$ cat src/rtl/cam_init_pkg.sv
// Shared definitions for the camera SCCB init sequencer: FSM encoding,
// the end-of-table sentinel and the ROM entry field slices.
package cam_init_pkg;

  typedef enum logic [2:0] {
    ST_IDLE      = 3'd0,
    ST_FETCH     = 3'd1,
    ST_WAIT_ROM  = 3'd2,
    ST_ISSUE     = 3'd3,
    ST_WAIT_DONE = 3'd4,
    ST_GAP       = 3'd5,
    ST_NEXT      = 3'd6,
    ST_FINISH    = 3'd7
  } state_e;

  // A table entry of all ones ends that camera's table early.
  localparam logic [23:0] SENTINEL = 24'hFFFFFF;

  // ROM entry layout: {reg_addr[15:0], reg_val[7:0]}
  function automatic logic [15:0] entry_addr(input logic [23:0] e);
    return e[23:8];
  endfunction

  function automatic logic [7:0] entry_val(input logic [23:0] e);
    return e[7:0];
  endfunction

endpackage

$ cat src/rtl/init_timer.sv
// Loadable down-counter shared by the GAP wait and the write timeout.
// expired is high while the count sits at zero.
module init_timer #(
  parameter int W = 20
) (
  input  logic         clk,
  input  logic         rst_n,
  input  logic         load,
  input  logic [W-1:0] load_val,
  output logic         expired
);

  logic [W-1:0] cnt_q, cnt_d;

  // Load takes priority; otherwise count down and park at zero.
  always_comb begin
    cnt_d = cnt_q;
    if (load) begin
      cnt_d = load_val;
    end else if (cnt_q != '0) begin
      cnt_d = cnt_q - 1'b1;
    end
  end

  // Count register.
  always_ff @(posedge clk or negedge rst_n) begin
    if (!rst_n) cnt_q <= '0;
    else        cnt_q <= cnt_d;
  end

  assign expired = (cnt_q == '0);

endmodule

$ cat src/rtl/cam_sccb_init_seq.sv
// Walks the external register table once per camera and issues one SCCB
// write per entry, retrying NACKed / timed-out writes.
// Write handshake: wr_req is a one-cycle pulse issued only when wr_busy was
// low; wr_cam_sel/wr_addr/wr_data are held from wr_req until the wr_done
// pulse that ends the transaction; wr_nack is meaningful only with wr_done.
module cam_sccb_init_seq
  import cam_init_pkg::*;
#(
  parameter logic [7:0]  REG_NUM     = 8'd200,
  parameter logic [1:0]  RETRY_MAX   = 2'd3,
  parameter logic [15:0] GAP_CYC     = 16'd500,
  parameter logic [19:0] TIMEOUT_CYC = 20'd500000
) (
  input  logic        clk_50M,
  input  logic        reset_n,
  input  logic        initial_en,
  output logic [7:0]  rom_addr,
  input  logic [23:0] rom_data,
  output logic        wr_req,
  output logic        wr_cam_sel,
  output logic [15:0] wr_addr,
  output logic [7:0]  wr_data,
  input  logic        wr_busy,
  input  logic        wr_done,
  input  logic        wr_nack,
  output logic [1:0]  cam_done,
  output logic [1:0]  cam_fail,
  output logic        all_done,
  output logic [2:0]  dbg_state
);

  state_e      state_q, state_d;
  logic [7:0]  index_q, index_d;
  logic        cam_q, cam_d;
  logic [1:0]  retry_q, retry_d;
  logic        fail_q, fail_d;
  logic        abort_q, abort_d;
  logic [7:0]  rom_addr_q, rom_addr_d;
  logic        wr_req_q, wr_req_d;
  logic [15:0] wr_addr_q, wr_addr_d;
  logic [7:0]  wr_data_q, wr_data_d;
  logic [1:0]  cam_done_q, cam_done_d;
  logic [1:0]  cam_fail_q, cam_fail_d;
  logic        all_done_q, all_done_d;

  logic        tmr_load;
  logic [19:0] tmr_val;
  logic        tmr_zero;
  logic        attempt_end;
  logic        attempt_ok;
  logic        stop_req;

  // wr_done beats a simultaneous timeout because success only looks at wr_done.
  assign attempt_end = wr_done | tmr_zero;
  assign attempt_ok  = wr_done & ~wr_nack;
  assign stop_req    = abort_q | ~initial_en;

  init_timer #(.W(20)) u_timer (
    .clk      (clk_50M),
    .rst_n    (reset_n),
    .load     (tmr_load),
    .load_val (tmr_val),
    .expired  (tmr_zero)
  );

  // State register.
  always_ff @(posedge clk_50M or negedge reset_n) begin
    if (!reset_n) state_q <= ST_IDLE;
    else          state_q <= state_d;
  end

  // Next-state logic; an in-flight write always completes before aborting.
  always_comb begin
    state_d = state_q;
    case (state_q)
      ST_IDLE:      if (initial_en) state_d = ST_FETCH;
      ST_FETCH:     state_d = initial_en ? ST_WAIT_ROM : ST_IDLE;
      ST_WAIT_ROM: begin
        if (!initial_en)           state_d = ST_IDLE;
        else if (rom_data == SENTINEL) state_d = ST_NEXT;
        else                       state_d = ST_ISSUE;
      end
      ST_ISSUE: begin
        if (!initial_en)   state_d = ST_IDLE;
        else if (!wr_busy) state_d = ST_WAIT_DONE;
      end
      ST_WAIT_DONE: begin
        if (attempt_end) begin
          if (stop_req)                  state_d = ST_IDLE;
          else if (attempt_ok)           state_d = ST_GAP;
          else if (retry_q < RETRY_MAX)  state_d = ST_ISSUE;
          else                           state_d = ST_NEXT;
        end
      end
      ST_GAP: begin
        if (!initial_en) state_d = ST_IDLE;
        else if (tmr_zero)
          state_d = (index_q == REG_NUM - 8'd1) ? ST_NEXT : ST_FETCH;
      end
      ST_NEXT: begin
        if (!initial_en) state_d = ST_IDLE;
        else             state_d = cam_q ? ST_FINISH : ST_FETCH;
      end
      ST_FINISH:    if (!initial_en) state_d = ST_IDLE;
      default:      state_d = ST_IDLE;
    endcase
  end

  // Datapath and registered outputs, driven by the current transition.
  always_comb begin
    index_d    = index_q;
    cam_d      = cam_q;
    retry_d    = retry_q;
    fail_d     = fail_q;
    abort_d    = abort_q;
    rom_addr_d = rom_addr_q;
    wr_req_d   = 1'b0;
    wr_addr_d  = wr_addr_q;
    wr_data_d  = wr_data_q;
    cam_done_d = cam_done_q;
    cam_fail_d = cam_fail_q;
    all_done_d = all_done_q;
    tmr_load   = 1'b0;
    tmr_val    = '0;

    if (state_q == ST_WAIT_ROM && state_d == ST_ISSUE) begin
      wr_addr_d = entry_addr(rom_data);
      wr_data_d = entry_val(rom_data);
    end

    if (state_q == ST_ISSUE && state_d == ST_WAIT_DONE) begin
      wr_req_d = 1'b1;
      tmr_load = 1'b1;
      tmr_val  = TIMEOUT_CYC - 20'd1;
    end

    if (state_q == ST_WAIT_DONE) begin
      if (!initial_en) abort_d = 1'b1;
      if (state_d == ST_GAP) begin
        retry_d  = '0;
        tmr_load = 1'b1;
        tmr_val  = {4'd0, GAP_CYC - 16'd1};
      end else if (state_d == ST_ISSUE) begin
        retry_d = retry_q + 2'd1;
      end else if (state_d == ST_NEXT) begin
        fail_d = 1'b1;
      end
    end

    if (state_q == ST_GAP && state_d == ST_FETCH) index_d = index_q + 8'd1;

    if (state_q == ST_NEXT) begin
      if (fail_q) cam_fail_d[cam_q] = 1'b1;
      else        cam_done_d[cam_q] = 1'b1;
      if (state_d == ST_FETCH) begin
        cam_d   = 1'b1;
        index_d = '0;
        retry_d = '0;
        fail_d  = 1'b0;
      end
      if (state_d == ST_FINISH) all_done_d = 1'b1;
    end

    if (state_d == ST_FETCH) rom_addr_d = index_d;

    // Entering or sitting in IDLE rewinds everything and clears status.
    if (state_d == ST_IDLE) begin
      index_d    = '0;
      cam_d      = 1'b0;
      retry_d    = '0;
      fail_d     = 1'b0;
      abort_d    = 1'b0;
      rom_addr_d = '0;
      cam_done_d = '0;
      cam_fail_d = '0;
      all_done_d = 1'b0;
    end
  end

  // Datapath registers.
  always_ff @(posedge clk_50M or negedge reset_n) begin
    if (!reset_n) begin
      index_q    <= '0;
      cam_q      <= 1'b0;
      retry_q    <= '0;
      fail_q     <= 1'b0;
      abort_q    <= 1'b0;
      rom_addr_q <= '0;
      wr_req_q   <= 1'b0;
      wr_addr_q  <= '0;
      wr_data_q  <= '0;
      cam_done_q <= '0;
      cam_fail_q <= '0;
      all_done_q <= 1'b0;
    end else begin
      index_q    <= index_d;
      cam_q      <= cam_d;
      retry_q    <= retry_d;
      fail_q     <= fail_d;
      abort_q    <= abort_d;
      rom_addr_q <= rom_addr_d;
      wr_req_q   <= wr_req_d;
      wr_addr_q  <= wr_addr_d;
      wr_data_q  <= wr_data_d;
      cam_done_q <= cam_done_d;
      cam_fail_q <= cam_fail_d;
      all_done_q <= all_done_d;
    end
  end

  assign rom_addr   = rom_addr_q;
  assign wr_req     = wr_req_q;
  assign wr_cam_sel = cam_q;
  assign wr_addr    = wr_addr_q;
  assign wr_data    = wr_data_q;
  assign cam_done   = cam_done_q;
  assign cam_fail   = cam_fail_q;
  assign all_done   = all_done_q;
  assign dbg_state  = state_q;

endmodule

$ cat config.mk
export PLATFORM = sky130hd
export DESIGN_NAME = cam_sccb_init_seq
export DESIGN_NICKNAME = d
export VERILOG_FILES = /design/src/rtl/cam_init_pkg.sv /design/src/rtl/init_timer.sv /design/src/rtl/cam_sccb_init_seq.sv
export SDC_FILE = /design/constraint.sdc
export NUM_CORES = 1
export LEC_CHECK = 0
export ABC_CLOCK_PERIOD_IN_PS = 8000
export BUFFER_PORTS_ARGS = -buffer_cell sky130_fd_sc_hd__clkbuf_2
export CAP_MARGIN = 15
export CORE_ASPECT_RATIO = 0.6
export CORE_UTILIZATION = 25
export CTS_CLUSTER_DIAMETER = 80
export DETAILED_ROUTE_END_ITERATION = 8
export GPL_ROUTABILITY_DRIVEN = 0
export PLACE_DENSITY_LB_ADDON = 0.12
export RECOVER_POWER = 50
export SETUP_SLACK_MARGIN = 0.2
export SYNTH_ARGS = -nofsm -noshare
export SYNTH_HDL_FRONTEND = slang
export SYNTH_HIERARCHICAL = 1
export SYNTH_SLANG_ARGS = --single-unit
$ cat constraint.sdc
create_clock -name clk_50M -period 8 [get_ports clk_50M]
set_input_delay 0.8 -clock clk_50M [delete_from_list [all_inputs] [get_ports clk_50M]]
set_output_delay 0.8 -clock clk_50M [all_outputs]
set_load 0.03 [all_outputs]
==> impl_metrics.csv <==
group,metric,value,unit
grt,gr-total-overflow,0,
timing,maxSlewViolCount,75,
status,status,"finished, violations left",
yosys,yosys.area.top_type_share,49.2,%
finish,post-route-util,31.4,%
critical_path,path_cells,"clkbuf_1",
die,fp.dieW,160,µm
yosys,yosysSeqAreaShare,49.2,%
yosys,netlist_area,3770,µm²
timing,tns,0,ns
grt,grt_pass1_wl,15.5,mm
placed_design,placed_area,4300,µm²
clocking,cts.repair.resized,0,
clocking,clk_pin_slew_worst_paths,0.06,ns
die,die_area,15600,µm²
grt,grt_pass1_vias,2835,
finish,nets,461,
timing,clock.fmax,0.243,GHz
critical_path,crit_type,"primary input to async pin",
critical_path,cp_slowest_stage_delay,2.75,ns
timing,hold_slack,0.485,ns
placed_design,hpwl,6.79,mm
yosys,yosysTopAreaCell,"dfrtp_1",
yosys,synth_edf_count,0,
timing,slew_headroom,-167,%
yosys,synth-main-ff-cell,"dfrtp_1",
die,ios,72,
grt,grt_max_degree,75,
finish,area_growth,21.5,%
grt,grt_antenna_before_repair,0,
run,max_cap_violations,1,
clocking,clockBufferDepth,2,
clocking,h-tree-depth,3,
timing,period_share,51.5,%
die,core,14600,µm²
yosys,syn_area_per_cell,10.5,µm²
yosys,async_reset_ff_share,100,%
routing,dr.pass1.iters,4,
clocking,clock_latency,0.34,ns
grt,track_usage,12.8,%
finish,drive_above_1_share,28.0,%
yosys,syn-instance-count,357,
routing,routed_wl,9.30,mm
power_and_ir_drop,p_leak,1.94,nW
timing,setup_violations,0,
clocking,cts_setup_buffers,0,
yosys,ys_seq_elements,74,
die,placementRows,34,
clocking,cts_buffers,9,
yosys,synthTopCellsByArea,"dfrtp_1, mux2_2, xnor2_1, nand2_1, nor2_1",
routing,drt-wirelength-per-cell,14.8,µm
timing,period_needed,4.12,ns
yosys,ys_types,56,
critical_path,arrival,3.64,ns
die,fp.dieH,97.1,µm
die,start_util,25.8,%
routing,ant_nets,0,
power_and_ir_drop,totalPowerFinal,1.53,mW
critical_path,start_kind,"primary input",
worst_hold_path,hold_path_class,"flip-flop to flip-flop",
yosys,ys_warn_count,6,
timing,tightest_slew,4.00,ns
power_and_ir_drop,vdd_drop_max,0.101,mV
timing,clock_skew,0.0101,ns
placed_design,port_buffers,71,
timing,rsz0062_at_grt,"no",
power_and_ir_drop,power_density,334,nW/µm²
timing,hold_viol,0,
clocking,ctsRootBufferMaster,"clkbuf_16",
status,violations,"capacitance limit, slew limit",
routing,vias_per_cell,4.51,
clocking,cts_hold_buf,0,
clocking,cts.sinks,74,
finish,fin_area,4580,µm²
finish,diodes,0,
routing,vias,2844,
routing,drc,0,
critical_path,cp_top_family,"buffers and inverters",
clocking,cts_tree,"done",
critical_path,slowest_stage,"clkbuf_1",
critical_path,worst_setup_path_end_kind,"async pin",
critical_path,crit_required,7.52,ns
critical_path,cp_num_buf_inv,1,
critical_path,crit_fanout,74,
routing,drtIter0Drc,162,
synth_stat cells, drive strengths merged (3+ instances only):
cell / n
o31ai: 7
or4: 5
xnor2: 17
clkbuf: 9
buf: 9
nor2b: 5
xor2: 8
or3: 3
o21ai: 31
nand3: 4
nand2: 39
mux2i: 3
ha: 4
nor3: 9
nor4: 10
and2: 3
nor3b: 6
nand4: 9
nor2: 31
inv: 6
a21oi: 7
dfrtp: 74
a31oi: 3
mux2: 27
or2: 4
cell usage in the layout (no fill, tap or decap), types with 9 or more instances in the layout:
cell type  count
nor3_1         9
clkbuf_16      9
nand2_1       38
nor2_1        30
o21ai_0        9
clkbuf_1      21
o21ai_1       12
o21ai_2       10
mux2_2        27
clkbuf_2      50
xnor2_1       17
nor4_1         9
dfrtp_1       74
worst paths after layout:
path                                      to         startpoint  slack (ns)  cells past startpoint
min reg2reg                      rom_addr[7]        rom_addr[7]        0.49                      2
max in group clk_50M       u_timer/cnt_q[19]  u_timer/cnt_q[17]        4.22                     10
min                              rom_addr[7]        rom_addr[7]        0.49                      2
max reg2reg                u_timer/cnt_q[19]  u_timer/cnt_q[17]        4.22                     10
min in group asynchronous  u_timer/cnt_q[18]            reset_n        1.84                      1
max                              cam_fail[0]            reset_n        3.88                      1
power breakdown:
part / switching, mW / total (mW) / internal (mW)
clock network: 0.174 / 0.421 / 0.248
logic: 0.320 / 0.510 / 0.190
registers: 0.103 / 0.595 / 0.492
flip-flops by register name, indices dropped and copies added (netlist names):
| register | count |
|---|---|
| cam_done | 2 |
| abort_q | 1 |
| cam_fail | 2 |
| wr_req | 1 |
| wr_cam_sel | 1 |
| wr_data | 8 |
| wr_addr | 16 |
| retry_q | 2 |
| fail_q | 1 |
| rom_addr | 8 |
| index_q | 8 |
| dbg_state | 3 |
| u_timer/cnt_q | 20 |
| all_done | 1 |
stage by stage:
step | cells | worst slack [ns]
3_3_place_gp | 614 | 4.35
3_5_place_dp | 614 | 4.23
6_report | 630 | 3.88
4_1_cts | 630 | 4.19
5_1_grt | 630 | 2.89
2_1_floorplan | 362 | 4.78
final cells by class:
| cell class | instances | area [µm²] |
|---|---|---|
| multi-input cells | 264 | 1810 |
| flip-flops and latches | 74 | 1850 |
| repair buffers | 72 | 337 |
| inverters | 6 | 22.5 |
| clock buffers | 9 | 225 |
| fillers | 1538 | 10000 |
| clock inverters | 7 | 83.8 |
| well taps | 198 | 248 |
cells by family (layout without fill, tap and decap cells):
family	count (synthesis)	count (layout)	synth area share, %
XOR/XNOR	25	25	5.81
multiplexers	30	30	8.87
AND/OR/NAND/NOR	139	139	20.4
adder cells (fa/ha/maj)	4	4	1.33
AO/OA/AOI/OAI	60	60	10.9
buffers and inverters	24	94	3.36
flip-flops	74	74	49.2
other	1	6	0.0996
routing by layer:
layer | vias up | GRT usage [%] | share of wire [%]
met2 | 70 | 16.0 | 38
met5 | - | 0 | 0
li1 | 1404 | - | -
met4 | 0 | 3.96 | 0.75
met3 | 6 | 3.76 | 5.9
met1 | 1364 | 20.3 | 56
Power figures use the tool's default switching activity.
